==> src/rtl/rf_2p_fifo_ctrl_pkg.sv <==
// Shared constants and types for the two-port register-file FIFO controller.
//   RfWordWidth : default data width (matches the RAM word width)
//   RfAddrWidth : default RAM address width
//   OutqDepth   : number of entries in the output queue that hides RAM read latency
package rf_2p_fifo_ctrl_pkg;

  localparam int unsigned RfWordWidth = 32;
  localparam int unsigned RfAddrWidth = 8;
  localparam int unsigned OutqDepth   = 3;

  // Occupancy of the output queue, 0..OutqDepth
  typedef logic [1:0] outq_cnt_t;

endpackage

==> src/rtl/rf_2p_fifo_ctrl_if.sv <==
// Valid/ready push and pop channels of the register-file FIFO.
//   push_valid / push_ready / push_data : producer -> FIFO
//   pop_valid  / pop_ready  / pop_data  : FIFO -> consumer
// Modports: master = producer/consumer side, slave = FIFO controller side.
interface rf_2p_fifo_ctrl_if
  import rf_2p_fifo_ctrl_pkg::*;
#(
  parameter int unsigned Word_Width = RfWordWidth
);

  logic                  push_valid;
  logic                  push_ready;
  logic [Word_Width-1:0] push_data;
  logic                  pop_valid;
  logic                  pop_ready;
  logic [Word_Width-1:0] pop_data;

  modport master (
    output push_valid, push_data, pop_ready,
    input  push_ready, pop_valid, pop_data
  );

  modport slave (
    input  push_valid, push_data, pop_ready,
    output push_ready, pop_valid, pop_data
  );

endinterface

==> src/rtl/rf_2p_fifo_ctrl_outq.sv <==
// Three-entry output queue fed by RAM read data.
// Entry 0 is always the head, so the head is a plain register.
//   clk, rst      : clock, synchronous active-high reset
//   flush_i       : synchronous clear
//   push_i        : write push_data_i at the tail (caller guarantees space)
//   pop_i         : remove the head (ignored when empty)
//   head_o        : registered head entry
//   cnt_o         : number of valid entries
module rf_2p_fifo_ctrl_outq
  import rf_2p_fifo_ctrl_pkg::*;
#(
  parameter int unsigned Word_Width = RfWordWidth
) (
  input  logic                  clk,
  input  logic                  rst,
  input  logic                  flush_i,
  input  logic                  push_i,
  input  logic [Word_Width-1:0] push_data_i,
  input  logic                  pop_i,
  output logic [Word_Width-1:0] head_o,
  output outq_cnt_t             cnt_o
);

  logic [Word_Width-1:0] mem_q [OutqDepth];
  logic [Word_Width-1:0] mem_d [OutqDepth];
  outq_cnt_t             cnt_q, cnt_d, wr_idx;
  logic                  pop_fire;

  assign pop_fire = pop_i & (cnt_q != '0);

  always_comb begin
    mem_d  = mem_q;
    cnt_d  = cnt_q;
    if (pop_fire) begin
      mem_d[0] = mem_q[1];
      mem_d[1] = mem_q[2];
      cnt_d    = cnt_q - outq_cnt_t'(1);
    end
    // Tail slot after any shift from a same-cycle pop
    wr_idx = cnt_q - outq_cnt_t'(pop_fire);
    if (push_i) begin
      mem_d[wr_idx] = push_data_i;
      cnt_d         = cnt_d + outq_cnt_t'(1);
    end
  end

  always_ff @(posedge clk) begin
    if (rst || flush_i) begin
      cnt_q <= '0;
    end else begin
      cnt_q <= cnt_d;
    end
  end

  // Data needs no reset: entries are only observed when counted valid
  always_ff @(posedge clk) begin
    mem_q <= mem_d;
  end

  assign head_o = mem_q[0];
  assign cnt_o  = cnt_q;

endmodule

==> src/rtl/rf_2p_fifo_ctrl.sv <==
// Valid/ready FIFO controller owning an external two-port register file
// (write port B and read port A, both low-active, 1-cycle registered read).
// A 3-entry output queue hides the RAM read latency so 1 word/cycle flows in and out.
// Capacity: 2**Addr_Width words in RAM plus 3 in the queue.
// Optional feature macro RF_FIFO_STATUS_EN adds registered almost_full_o/almost_empty_o.
//   clk, rst        : clock, synchronous active-high reset (rst beats flush_i)
//   flush_i         : synchronous clear of all contents
//   bus (slave)     : push/pop valid-ready channels
//   level_o         : registered word count (RAM + in-flight read + queue)
//   ram_wr_*        : RAM port B (cen/wen low active), driven combinationally on push
//   ram_rd_*        : RAM port A (cen low active); ram_rd_data_i valid the cycle after issue
module rf_2p_fifo_ctrl
  import rf_2p_fifo_ctrl_pkg::*;
#(
  parameter int unsigned Word_Width = RfWordWidth,
  parameter int unsigned Addr_Width = RfAddrWidth
`ifdef RF_FIFO_STATUS_EN
  ,
  parameter int unsigned AF_THRESH  = (1 << Addr_Width) - 4,
  parameter int unsigned AE_THRESH  = 2
`endif
) (
  input  logic                  clk,
  input  logic                  rst,
  input  logic                  flush_i,
  rf_2p_fifo_ctrl_if.slave      bus,
  output logic [Addr_Width+1:0] level_o,
  output logic                  ram_wr_cen_o,
  output logic                  ram_wr_wen_o,
  output logic [Addr_Width-1:0] ram_wr_addr_o,
  output logic [Word_Width-1:0] ram_wr_data_o,
  output logic                  ram_rd_cen_o,
  output logic [Addr_Width-1:0] ram_rd_addr_o,
  input  logic [Word_Width-1:0] ram_rd_data_i
`ifdef RF_FIFO_STATUS_EN
  ,
  output logic                  almost_full_o,
  output logic                  almost_empty_o
`endif
);

  localparam int unsigned CntW = Addr_Width + 1;
  localparam int unsigned LvlW = Addr_Width + 2;

  logic [Addr_Width-1:0] wr_ptr_q, rd_ptr_q;
  logic [CntW-1:0]       ram_cnt_q, ram_cnt_d;
  logic [LvlW-1:0]       level_q, level_d;
  logic                  pend_q, push_ready_q;
  outq_cnt_t             q_cnt;
  logic [Word_Width-1:0] q_head;
  logic [2:0]            q_occ;
  logic                  active, push_ready, push_fire, pop_valid, pop_fire, rd_issue;

  assign active     = ~rst & ~flush_i;
  assign push_ready = push_ready_q & active;
  assign push_fire  = bus.push_valid & push_ready;
  assign pop_valid  = (q_cnt != '0) & ~rst;
  assign pop_fire   = pop_valid & bus.pop_ready & ~flush_i;

  // Reserve a queue slot for every read in flight so the queue can never overflow
  assign q_occ    = {1'b0, q_cnt} + {2'b0, pend_q};
  assign rd_issue = active & (ram_cnt_q != '0) & (q_occ < 3'(OutqDepth));

  assign ram_cnt_d = ram_cnt_q + CntW'(push_fire) - CntW'(rd_issue);
  assign level_d   = level_q + LvlW'(push_fire) - LvlW'(pop_fire);

  always_ff @(posedge clk) begin
    if (rst || flush_i) begin
      wr_ptr_q     <= '0;
      rd_ptr_q     <= '0;
      ram_cnt_q    <= '0;
      pend_q       <= 1'b0;
      push_ready_q <= 1'b1;
      level_q      <= '0;
    end else begin
      if (push_fire) wr_ptr_q <= wr_ptr_q + Addr_Width'(1);
      if (rd_issue)  rd_ptr_q <= rd_ptr_q + Addr_Width'(1);
      ram_cnt_q    <= ram_cnt_d;
      pend_q       <= rd_issue;
      // ram_cnt never exceeds DEPTH, so its MSB alone flags "RAM full"
      push_ready_q <= ~ram_cnt_d[CntW-1];
      level_q      <= level_d;
    end
  end

  rf_2p_fifo_ctrl_outq #(
    .Word_Width (Word_Width)
  ) u_outq (
    .clk         (clk),
    .rst         (rst),
    .flush_i     (flush_i),
    .push_i      (pend_q),
    .push_data_i (ram_rd_data_i),
    .pop_i       (pop_fire),
    .head_o      (q_head),
    .cnt_o       (q_cnt)
  );

  assign bus.push_ready = push_ready;
  assign bus.pop_valid  = pop_valid;
  assign bus.pop_data   = q_head;
  assign level_o        = rst ? '0 : level_q;

  assign ram_wr_cen_o  = ~push_fire;
  assign ram_wr_wen_o  = ~push_fire;
  assign ram_wr_addr_o = wr_ptr_q;
  assign ram_wr_data_o = bus.push_data;
  assign ram_rd_cen_o  = ~rd_issue;
  assign ram_rd_addr_o = rd_ptr_q;

`ifdef RF_FIFO_STATUS_EN
  logic afull_q, aempty_q;

  always_ff @(posedge clk) begin
    if (rst || flush_i) begin
      afull_q  <= 1'b0;
      aempty_q <= 1'b1;
    end else begin
      afull_q  <= level_q >= LvlW'(AF_THRESH);
      aempty_q <= level_q <= LvlW'(AE_THRESH);
    end
  end

  assign almost_full_o  = afull_q & ~rst;
  assign almost_empty_o = aempty_q | rst;
`endif

endmodule

==> src/flat_wrapper.sv <==
// flat-port wrapper written by rule: the top's interface ports become plain ports
module rf_2p_fifo_ctrl_flat import rf_2p_fifo_ctrl_pkg::*;
#(
  parameter int unsigned Word_Width = RfWordWidth,
  parameter int unsigned Addr_Width = RfAddrWidth

)
  (clk, rst, flush_i, level_o, ram_wr_cen_o, ram_wr_wen_o, ram_wr_addr_o, ram_wr_data_o, ram_rd_cen_o, ram_rd_addr_o, ram_rd_data_i, bus_push_valid, bus_push_data, bus_pop_ready, bus_push_ready, bus_pop_valid, bus_pop_data);
  rf_2p_fifo_ctrl_if #(.Word_Width(Word_Width)) bus_i ();
  input  logic clk;
  input  logic rst;
  input  logic flush_i;
  output logic [Addr_Width+1:0] level_o;
  output logic ram_wr_cen_o;
  output logic ram_wr_wen_o;
  output logic [Addr_Width-1:0] ram_wr_addr_o;
  output logic [Word_Width-1:0] ram_wr_data_o;
  output logic ram_rd_cen_o;
  output logic [Addr_Width-1:0] ram_rd_addr_o;
  input  logic [Word_Width-1:0] ram_rd_data_i;
  input wire logic [$bits(bus_i.push_valid)-1:0] bus_push_valid;
  input wire logic [$bits(bus_i.push_data)-1:0] bus_push_data;
  input wire logic [$bits(bus_i.pop_ready)-1:0] bus_pop_ready;
  output wire logic [$bits(bus_i.push_ready)-1:0] bus_push_ready;
  output wire logic [$bits(bus_i.pop_valid)-1:0] bus_pop_valid;
  output wire logic [$bits(bus_i.pop_data)-1:0] bus_pop_data;
  assign bus_i.push_valid = bus_push_valid;
  assign bus_i.push_data = bus_push_data;
  assign bus_i.pop_ready = bus_pop_ready;
  assign bus_push_ready = bus_i.push_ready;
  assign bus_pop_valid = bus_i.pop_valid;
  assign bus_pop_data = bus_i.pop_data;
  rf_2p_fifo_ctrl #(.Word_Width(Word_Width), .Addr_Width(Addr_Width)) u_core (.clk(clk), .rst(rst), .flush_i(flush_i), .bus(bus_i), .level_o(level_o), .ram_wr_cen_o(ram_wr_cen_o), .ram_wr_wen_o(ram_wr_wen_o), .ram_wr_addr_o(ram_wr_addr_o), .ram_wr_data_o(ram_wr_data_o), .ram_rd_cen_o(ram_rd_cen_o), .ram_rd_addr_o(ram_rd_addr_o), .ram_rd_data_i(ram_rd_data_i));
endmodule
==> config.mk <==
export PLATFORM = sky130hd
export DESIGN_NAME = rf_2p_fifo_ctrl_flat
export DESIGN_NICKNAME = d
export VERILOG_FILES = /design/src/rtl/rf_2p_fifo_ctrl_pkg.sv /design/src/rtl/rf_2p_fifo_ctrl_if.sv /design/src/rtl/rf_2p_fifo_ctrl_outq.sv /design/src/rtl/rf_2p_fifo_ctrl.sv /design/src/flat_wrapper.sv
export SDC_FILE = /design/constraint.sdc
export NUM_CORES = 1
export LEC_CHECK = 0
export ABC_AREA = 1
export BUFFER_PORTS_ARGS = -buffer_cell sky130_fd_sc_hd__buf_2
export CAP_MARGIN = 15
export CORE_ASPECT_RATIO = 1.25
export CORE_MARGIN = 2
export CORE_UTILIZATION = 40
export CTS_CLUSTER_DIAMETER = 150
export DETAILED_ROUTE_END_ITERATION = 7
export PLACE_DENSITY = 0.7
export SETUP_SLACK_MARGIN = 0.1
export SLEW_MARGIN = 20
export SYNTH_ARGS = -nofsm -noshare
export SYNTH_HDL_FRONTEND = slang
export SYNTH_SLANG_ARGS = --single-unit
export TNS_END_PERCENT = 50
==> constraint.sdc <==
create_clock -name clk -period 11.75 [get_ports clk]
set_input_delay 1.7625 -clock clk [delete_from_list [all_inputs] [get_ports clk]]
set_output_delay 1.7625 -clock clk [all_outputs]
set_load 0.01 [all_outputs]
Yosys cells after proc, flatten, opt, wreduce, memory -nomap -nowiden. Cells that the tools add are included. W data, S select, Z words.

Add/sub/neg operators: 10. Order comparisons: 3. Mux-type cells: 8. Bitwise logic cells: 15. Reduce and logical (&&, ||, !) cells: 4.

Operators by type and width (number): $bwmux W96 (1); $mux W96 (1); $demux W32 S2 (1); $mux W64 (1); $mux W32 (1); $add A8 B1 Y8 const B (2); $add A10 B1 Y10 (1); $mux W10 (1); $sub A10 B1 Y10 (1); $add A9 B1 Y9 (1); $and A1 B1 Y1 (9); $reduce_bool A9 Y1 (1); $sub A9 B1 Y9 (1); $not A1 Y1 (5); $mux W2 (2); $add A2 B1 Y3 (1); $ge A3 B3 Y1 const B (1); $lt A3 B1 Y1 const B (1); $lt A3 B2 Y1 const B (1); $not A2 Y3 (1); $add A2 B1 Y2 const B (1); $reduce_bool A2 Y1 (1); $sub A2 B1 Y2 (1); $sub A2 B1 Y2 const B (1); 2 further kinds (2).

Register bits: 135. Input port bits: 69. Output and inout port bits: 95.

Depth between registers and ports, before layout. Gate-level depths: netlist (run 1).

Depth in word-level cells: 13. Gate-level depth with buffers: 20.

By module. From an unflattened synthesis (run 1), not the netlist that was laid out.

Cells, all modules: 950. Area, all modules: 7173.1 um^2.

By module, submodules not included: rf_2p_fifo_ctrl_outq (times used 1, cells an instance 565, area each 4573.1 um^2, seq. area each 2282.2 um^2); rf_2p_fifo_ctrl (times used 1, cells an instance 385, area each 2600.0 um^2, seq. area each 740.7 um^2).

Worst setup path after synthesis (run 1). Ideal clock, no wire load.

Path type: input -> register. Start point: in bus_pop_ready. End point: reg with a tool-made name. Arrival: 4936 ps. Setup slack: 6353 ps. Cell stages on the path: 9. Path buffers: 2. Cells stage by stage: inv_1 nor2_1 nand2_2 buf_2 buf_2 inv_1 ha_1 inv_1 nor3_1.

RTL lines: start, declared (line flat_wrapper.sv:23) `input wire logic [$bits(bus_i.pop_ready)-1:0] bus_pop_ready;`.

Worst setup path in the final report (run 1).
Start point: in rst. End point: out bus_push_ready.

Word-level cells in the longest chain between the ends: 3.

RTL lines: start, declared (line flat_wrapper.sv:11) `input logic rst;`; $not A1 Y1 (line rf_2p_fifo_ctrl.sv:54) `assign active = ~rst & ~flush_i;`; $and A1 B1 Y1 (line rf_2p_fifo_ctrl.sv:54); $and A1 B1 Y1 (line rf_2p_fifo_ctrl.sv:55) `assign push_ready = push_ready_q & active;`; end, declared (line flat_wrapper.sv:24) `output wire logic [$bits(bus_i.push_ready)-1:0] bus_push_ready;`.

Every way passes these cells.

==> run_results.csv, run 1 <==
group,metric,value,unit
timing,worst_slack,6780,ps
setup_path,max_stage_delay,510,ps
route,post_drt_wl_per_cell,12.1,um
timing,worstMarginPinSlew,674,ps
timing,period_needed,4970,ps
min_path,hp-class,"reg2reg",
power_and_ir_drop,power.share.combinational,0.276,
clock_network,cts_setup_buffers,0,
setup_path,cp-start-kind,"input pin",
power_and_ir_drop,power_density,229,mW/mm^2
placement,pre_cts_ws,6750,ps
power_and_ir_drop,sw_frac_of_total,0.315,
route,vias,5138,
clock_network,htreeDepth,4,
clock_network,clk_latency,410,ps
placement,globalplace.congestion,0.760,
timing,fin_worst_skew,6.01,ps
synth,ys_ff_latch,135,
global_route,grt_antenna_before_repair,2,
route,ant_nets,0,
global_route,grt_pass1_vias,4669,
synth,seq_area_frac_synth,0.459,
setup_path,crit_arrival,3210,ps
synth,synthMuxAreaShare,0,
synth,post_synth_xor_area_fraction,0.00666,
synth,syn_nets,927,
floorplan,die_x,119,um
layout,nNetsFinal,954,
floorplan,die_y,147,um
layout,drive_gt1_frac,0.166,
timing,rsz0062_at_grt,"false",
route,met2_wirelength,6230,um
floorplan,core,0.0161,mm^2
setup_path,crit_chain,"buf_2 > nor2_4 > inv_1 > nor2_1 > buf_2",
clock_network,cts.sinks,135,
route,drt-total-wl,13100,um
route,drt-pass1-iter-count,5,
route,post-route-drc-count,0,
route,top_layer_used,"met5",
job,cap_violations,0,
setup_path,crit_fanout,28,
clock_network,postCtsHoldBufs,0,
synth,synthSimpleGateAreaFrac,0.188,
power_and_ir_drop,p_sw,532,uW
timing,relSlewSlack,0.550,
clock_network,cts_tree,"built",
timing,finalSetupViolCount,0,
synth,synth_compound_area_frac,0.123,
clock_network,cts_root_buffer,"clkbuf_16",
timing,fmax,201,MHz
placement,hpwlAfterDp,8540,um
setup_path,crit_required,9990,ps
route,met1_length,6020,um
timing,finalCritPeriodShare,0.423,
floorplan,dieArea,0.0175,mm^2
timing,finalSetupTns,0,ps
clock_network,cts_buffers,17,
synth,synth_top_family_by_area,"simple AND/OR/NAND/NOR gates",
power_and_ir_drop,p_int,1150,uW
floorplan,io_pins,164,
route,drt-initial-drc-count,318,
synth,syn_avg_cell_area,7.95,um^2
setup_path,slowest_stage,"nor2_4",
setup_path,endpoint_kind,"output port",
power_and_ir_drop,clockPowerShare,0.326,
setup_path,worstSetupPathType,"in2out",
global_route,globalRouteTotalUtil,0.156,
synth,syn-cell-area,0.00658,mm^2
global_route,gr-total-overflow,0,
clock_network,post_cts_resized,0,
route,wl_met3,630,um
power_and_ir_drop,p_leak,0.00344,uW
global_route,grt_pass1_wl,22000,um
power_and_ir_drop,ir_worst_vdd,92.8,uV
setup_path,path_common_cell,"buf_2",
synth,netlist_instances,828,
power_and_ir_drop,seqPwrFrac,0.397,
layout,fillers,1632,
clock_network,clk_path_buf_depth,2,
outcome,status,"finished, final reports clean",
synth,yosysUniqueCellTypes,31,
route,viasPerCell,4.74,
synth,yosysWarningCount,0,
global_route,grt_max_degree,68,
floorplan,placementRows,52,
floorplan,start_util,0.408,
layout,syn_to_final_growth,11.7,%
synth,synthAdderAreaFrac,0.0593,
timing,finalHoldViolations,0,
timing,slew_viol_final,0,
clock_network,clkTransAtPathRegs,60,ps
layout,num_antenna_cells,0,
placement,io_buffers,99,
[cell usage in the layout, fill, tap and decap left out, types with 4 or more instances in the layout]
master | netlist | final
nand3_1 | 27 | 26
buf_2 | 11 | 99
edfxtp_1 | 32 | 32
nand2_1 | 149 | 149
nand4_1 | 5 | 5
a31oi_1 | 33 | 33
clkbuf_16 | 0 | 18
nor3_1 | 5 | 4
xor2_1 | 4 | 4
dfxtp_1 | 103 | 103
inv_1 | 108 | 108
buf_4 | 66 | 5
ha_1 | 28 | 28
clkinv_2 | 0 | 4
o21ai_0 | 43 | 43
nor2_1 | 112 | 112
a21oi_1 | 34 | 34
o22ai_1 | 31 | 31
[worst paths after layout]
path / startpoint / to / slack, ps / cells after the start
min reg2reg: u_core.u_outq.mem_q[63] / u_core.u_outq.head_o[31] / 480 / 2
max: rst / bus_push_ready / 6780 / 5
max reg2reg: u_core.pend_q / u_core.push_ready_q / 8460 / 17
min: u_core.u_outq.mem_q[63] / u_core.u_outq.head_o[31] / 480 / 2
[cell families after synthesis]
kind of cell | after synthesis
simple gates | 306
buf+inv | 208
compound gates | 144
flops | 135
fa+ha+maj | 30
xor+xnor | 5
[power groups by stage]
stage | Sequential [uW] | Clock (uW) | Combinational (uW)
floorplan | 665 | 0 | 423
global placement | 677 | 0 | 457
detailed placement | 678 | 0 | 466
CTS | 671 | 564 | 471
global route | 685 | 584 | 536
finish | 670 | 550 | 466
[per-stage QoR]
stage | cells | hold slack (ps) | utilization | total power (uW) | area, um^2
2_1_floorplan | 828 | 447 | - | 1090 | 6580
4_1_cts | 1084 | 483 | 0.455 | 1710 | 7350
3_3_place_gp | 1052 | 470 | 0.417 | 1130 | 6730
3_5_place_dp | 1052 | 472 | 0.417 | 1140 | 6730
5_1_grt | 1084 | 500 | 0.455 | 1800 | 7350
6_report | 1084 | 481 | 0.455 | 1690 | 7350
[cells in the mapped netlist]
cell / number / area (um^2)
a21oi_1: 34 / 170
a31oi_1: 33 / 206
and3_1: 1 / 6.26
buf_2: 11 / 55.1
buf_4: 66 / 495
buf_6: 5 / 56.3
clkbuf_1: 14 / 52.6
clkinv_1: 1 / 3.75
dfxtp_1: 103 / 2060
edfxtp_1: 32 / 961
fa_1: 2 / 40.0
ha_1: 28 / 350
inv_1: 108 / 405
inv_2: 3 / 11.3
nand2_1: 149 / 559
nand2_2: 1 / 6.26
nand3_1: 27 / 135
nand3_2: 2 / 20.0
nand3b_1: 1 / 7.51
nand4_1: 5 / 31.3
nor2_1: 112 / 420
nor2_2: 1 / 6.26
nor2_4: 1 / 11.3
nor3_1: 5 / 25.0
o21a_1: 1 / 7.51
o21ai_0: 43 / 215
o21bai_1: 2 / 15.0
o22ai_1: 31 / 194
or2_1: 1 / 6.26
xnor2_1: 1 / 8.76
xor2_1: 4 / 35.0
[worst max-delay path: cells and delay by family]
family | cells | cell delay [ps]
buffers and inverters | 3 | 750
and+or+nand+nor | 2 | 680
[routing by layer]
metal | vias to the layer above | global-route usage
met5 | - | 0
met4 | 4 | 0.0577
met3 | 19 | 0.0478
met2 | 112 | 0.255
met1 | 2329 | 0.195
li1 | 2674 | -
[area by class of cell]
| cell class | instances | area, um^2 | area share |
|---|---|---|---|
| Clock buffer | 21 | 472 | 0.0642 |
| Inverter | 112 | 420 | 0.0572 |
| Clock inverter | 11 | 144 | 0.0196 |
| Sequential cell | 135 | 3020 | 0.411 |
| Timing Repair Buffer | 104 | 533 | 0.0725 |
| Multi-Input combinational cell | 485 | 2490 | 0.338 |
| Tap cell | 216 | 270 | 0.0368 |
No activity file was read; power rests on OpenSTA's default activity.
==> inputs of run 2 (changes only) <==
==> constraint.sdc (replaced) <==
create_clock -name clk -period 5 [get_ports clk]
set_input_delay 0.75 -clock clk [delete_from_list [all_inputs] [get_ports clk]]
set_output_delay 0.75 -clock clk [all_outputs]
set_load 0.01 [all_outputs]
==> run 2 against run 1 <==
Die area is the same. Worst setup slack worse by 5100 ps. Critical path depth up 12. Global-route usage is 0.22 points lower. Via count fell by 0.25%. Cell area up 0.31%. Power rose by 140%. Clock skew increased by 3.2 ps. Final cell count hardly changed. Largest cell class unchanged.
==> run_results.csv, run 2 (synthesis results as in run 1) <==
group,metric,value,unit
setup_path,r2r_setup_slack,1690,ps
timing,finalSetupTns,0,ps
timing,relSlewSlack,0.562,
timing,slew_viol_final,0,
global_route,grt_max_degree,66,
timing,period_needed,3310,ps
floorplan,core,0.0161,mm^2
layout,fillers,1651,
layout,instances_no_fill,1085,
clock_network,cts_tree,"built",
timing,fin_worst_skew,9.18,ps
placement,io_buffers,99,
clock_network,cts_buffers,17,
setup_path,slowest_stage,"ha_1",
floorplan,io_pins,164,
route,drt-initial-drc-count,328,
setup_path,crit_cells,17,
placement,dpl_cell_area,0.00674,mm^2
power_and_ir_drop,power_density,538,mW/mm^2
placement,place_inst,1053,
setup_path,worstSetupPathType,"reg2reg",
power_and_ir_drop,ir_worst_vdd,273,uV
global_route,grt_pass1_vias,4744,
power_and_ir_drop,p_leak,0.00345,uW
timing,worstMarginPinSlew,657,ps
outcome,status,"finished, final reports clean",
setup_path,reg2reg_from,"u_core.pend_q",
floorplan,die_y,147,um
route,viasPerCell,4.72,
route,drt-total-wl,13000,um
clock_network,htreeDepth,4,
layout,final_cell_mix,"nand2_1 (149), nor2_1 (112), inv_1 (108)",
layout,drive_gt1_frac,0.167,
setup_path,crit_path_end,"u_core.ram_cnt_q[6]",
clock_network,cts_setup_buffers,0,
layout,syn_to_final_growth,12.0,%
setup_path,path_common_cell,"ha_1",
setup_path,crit_arrival,3610,ps
setup_path,crit_required,5300,ps
global_route,globalRouteTotalUtil,0.154,
setup_path,endpoint_kind,"flip-flop",
clock_network,clk_path_buf_depth,2,
clock_network,post_cts_resized,0,
setup_path,crit_start,"u_core.pend_q",
setup_path,path_buf_inv,4,
setup_path,reg2regPathDepth,17,
setup_path,max_stage_delay,380,ps
clock_network,clk_latency,410,ps
min_path,hold_path_depth,2,
route,ant_nets,0,
clock_network,cts.sinks,135,
global_route,grt_pass1_wl,22000,um
setup_path,cp-start-kind,"flip-flop",
job,cap_violations,0,
route,drt-pass1-iter-count,4,
setup_path,crit_chain,"ha_1 > ha_1 > nand2_1 > and3_1 > nand2_1 > clkinv_1 > ha_1 > inv_1 > ha_1 > inv_1 > fa_1 > inv_1 > nand2_1 > nand3_1 > nand4_1 > a21oi_1 > nor2_1",
layout,num_antenna_cells,0,
floorplan,start_util,0.408,
timing,rsz0062_at_grt,"false",
timing,fmax,302,MHz
setup_path,crit_fanout,11,
layout,nNetsFinal,955,
floorplan,dieArea,0.0175,mm^2
route,vias,5125,
timing,worst_slack,1690,ps
clock_network,cts_root_buffer,"clkbuf_16",
placement,pre_cts_ws,1390,ps
global_route,grt_antenna_before_repair,1,
layout,design_area,0.00737,mm^2
timing,finalHoldViolations,0,
setup_path,cpLargestDelayFamily,"adder cells",
clock_network,clkTransAtPathRegs,60,ps
clock_network,postCtsHoldBufs,0,
route,post_drt_wl_per_cell,12.0,um
global_route,gr-total-overflow,0,
timing,finalCritPeriodShare,0.662,
timing,finalSetupViolCount,0,
floorplan,placementRows,52,
min_path,hp-class,"reg2reg",
route,post-route-drc-count,0,
floorplan,die_x,119,um
placement,globalplace.congestion,0.803,
layout,final_common_cell,"nand2_1",
setup_path,timing.rr.end,"u_core.ram_cnt_q[6]",
placement,hpwlAfterDp,8790,um
[run 2: metrics by stage]
step / power (uW) / hold WS (ps) / utilization
after floorplan: 2560 / 447 / -
after global placement: 2660 / 464 / 0.418
after detailed placement: 2690 / 471 / 0.418
after CTS: 4010 / 474 / 0.457
after global routing: 4260 / 485 / 0.457
final: 3970 / 470 / 0.457
[run 2: area by class of cell]
class | instances | area, um^2 | area share
inverter | 112 | 420 | 0.0570
sequential | 135 | 3020 | 0.410
clock buffer | 23 | 522 | 0.0708
tap | 216 | 270 | 0.0367
timing repair buffer | 105 | 541 | 0.0733
clock inverter | 9 | 109 | 0.0148
multi-input combinational | 485 | 2490 | 0.337
[run 2: power breakdown]
part	switching [uW]	leakage (uW)	internal, uW
registers	151	0.00114	1430
clock network	461	0.000309	838
logic	631	0.00200	458
total	1240	0.00345	2720
[run 2: worst reg2reg max path, delay by kind of cell (launching register included)]
| family | cells | cell delay, ps |
|---|---|---|
| AO/OA/AOI/OAI | 1 | 150 |
| adder cells (fa/ha/maj) | 5 | 1350 |
| buffers and inverters | 4 | 520 |
| flip-flops | 1 | 340 |
| AND/OR/NAND/NOR | 7 | 830 |
[run 2: how the worst min path moves through the flow]
stage	start	slack, ps	endpoint
2_1_floorplan	u_core.u_outq.mem_q[63]	450	u_core.u_outq.head_o[31]
3_3_place_gp	u_core.ram_wr_addr_o[2]	460	u_core.ram_wr_addr_o[2]
3_5_place_dp	u_core.u_outq.mem_q[35]	470	u_core.u_outq.mem_q[35]
4_1_cts	u_core.u_outq.mem_q[63]	470	u_core.u_outq.head_o[31]
5_1_grt	u_core.u_outq.mem_q[63]	490	u_core.u_outq.head_o[31]
6_report	u_core.u_outq.mem_q[63]	470	u_core.u_outq.head_o[31]
[run 2: metal layers]
metal	up-vias	GRT usage	part of all wire
met2	118	0.261	0.47
met3	11	0.0428	0.046
met5	-	0	0.0010
met4	2	0.0482	0.011
met1	2318	0.190	0.47
li1	2676	-	-
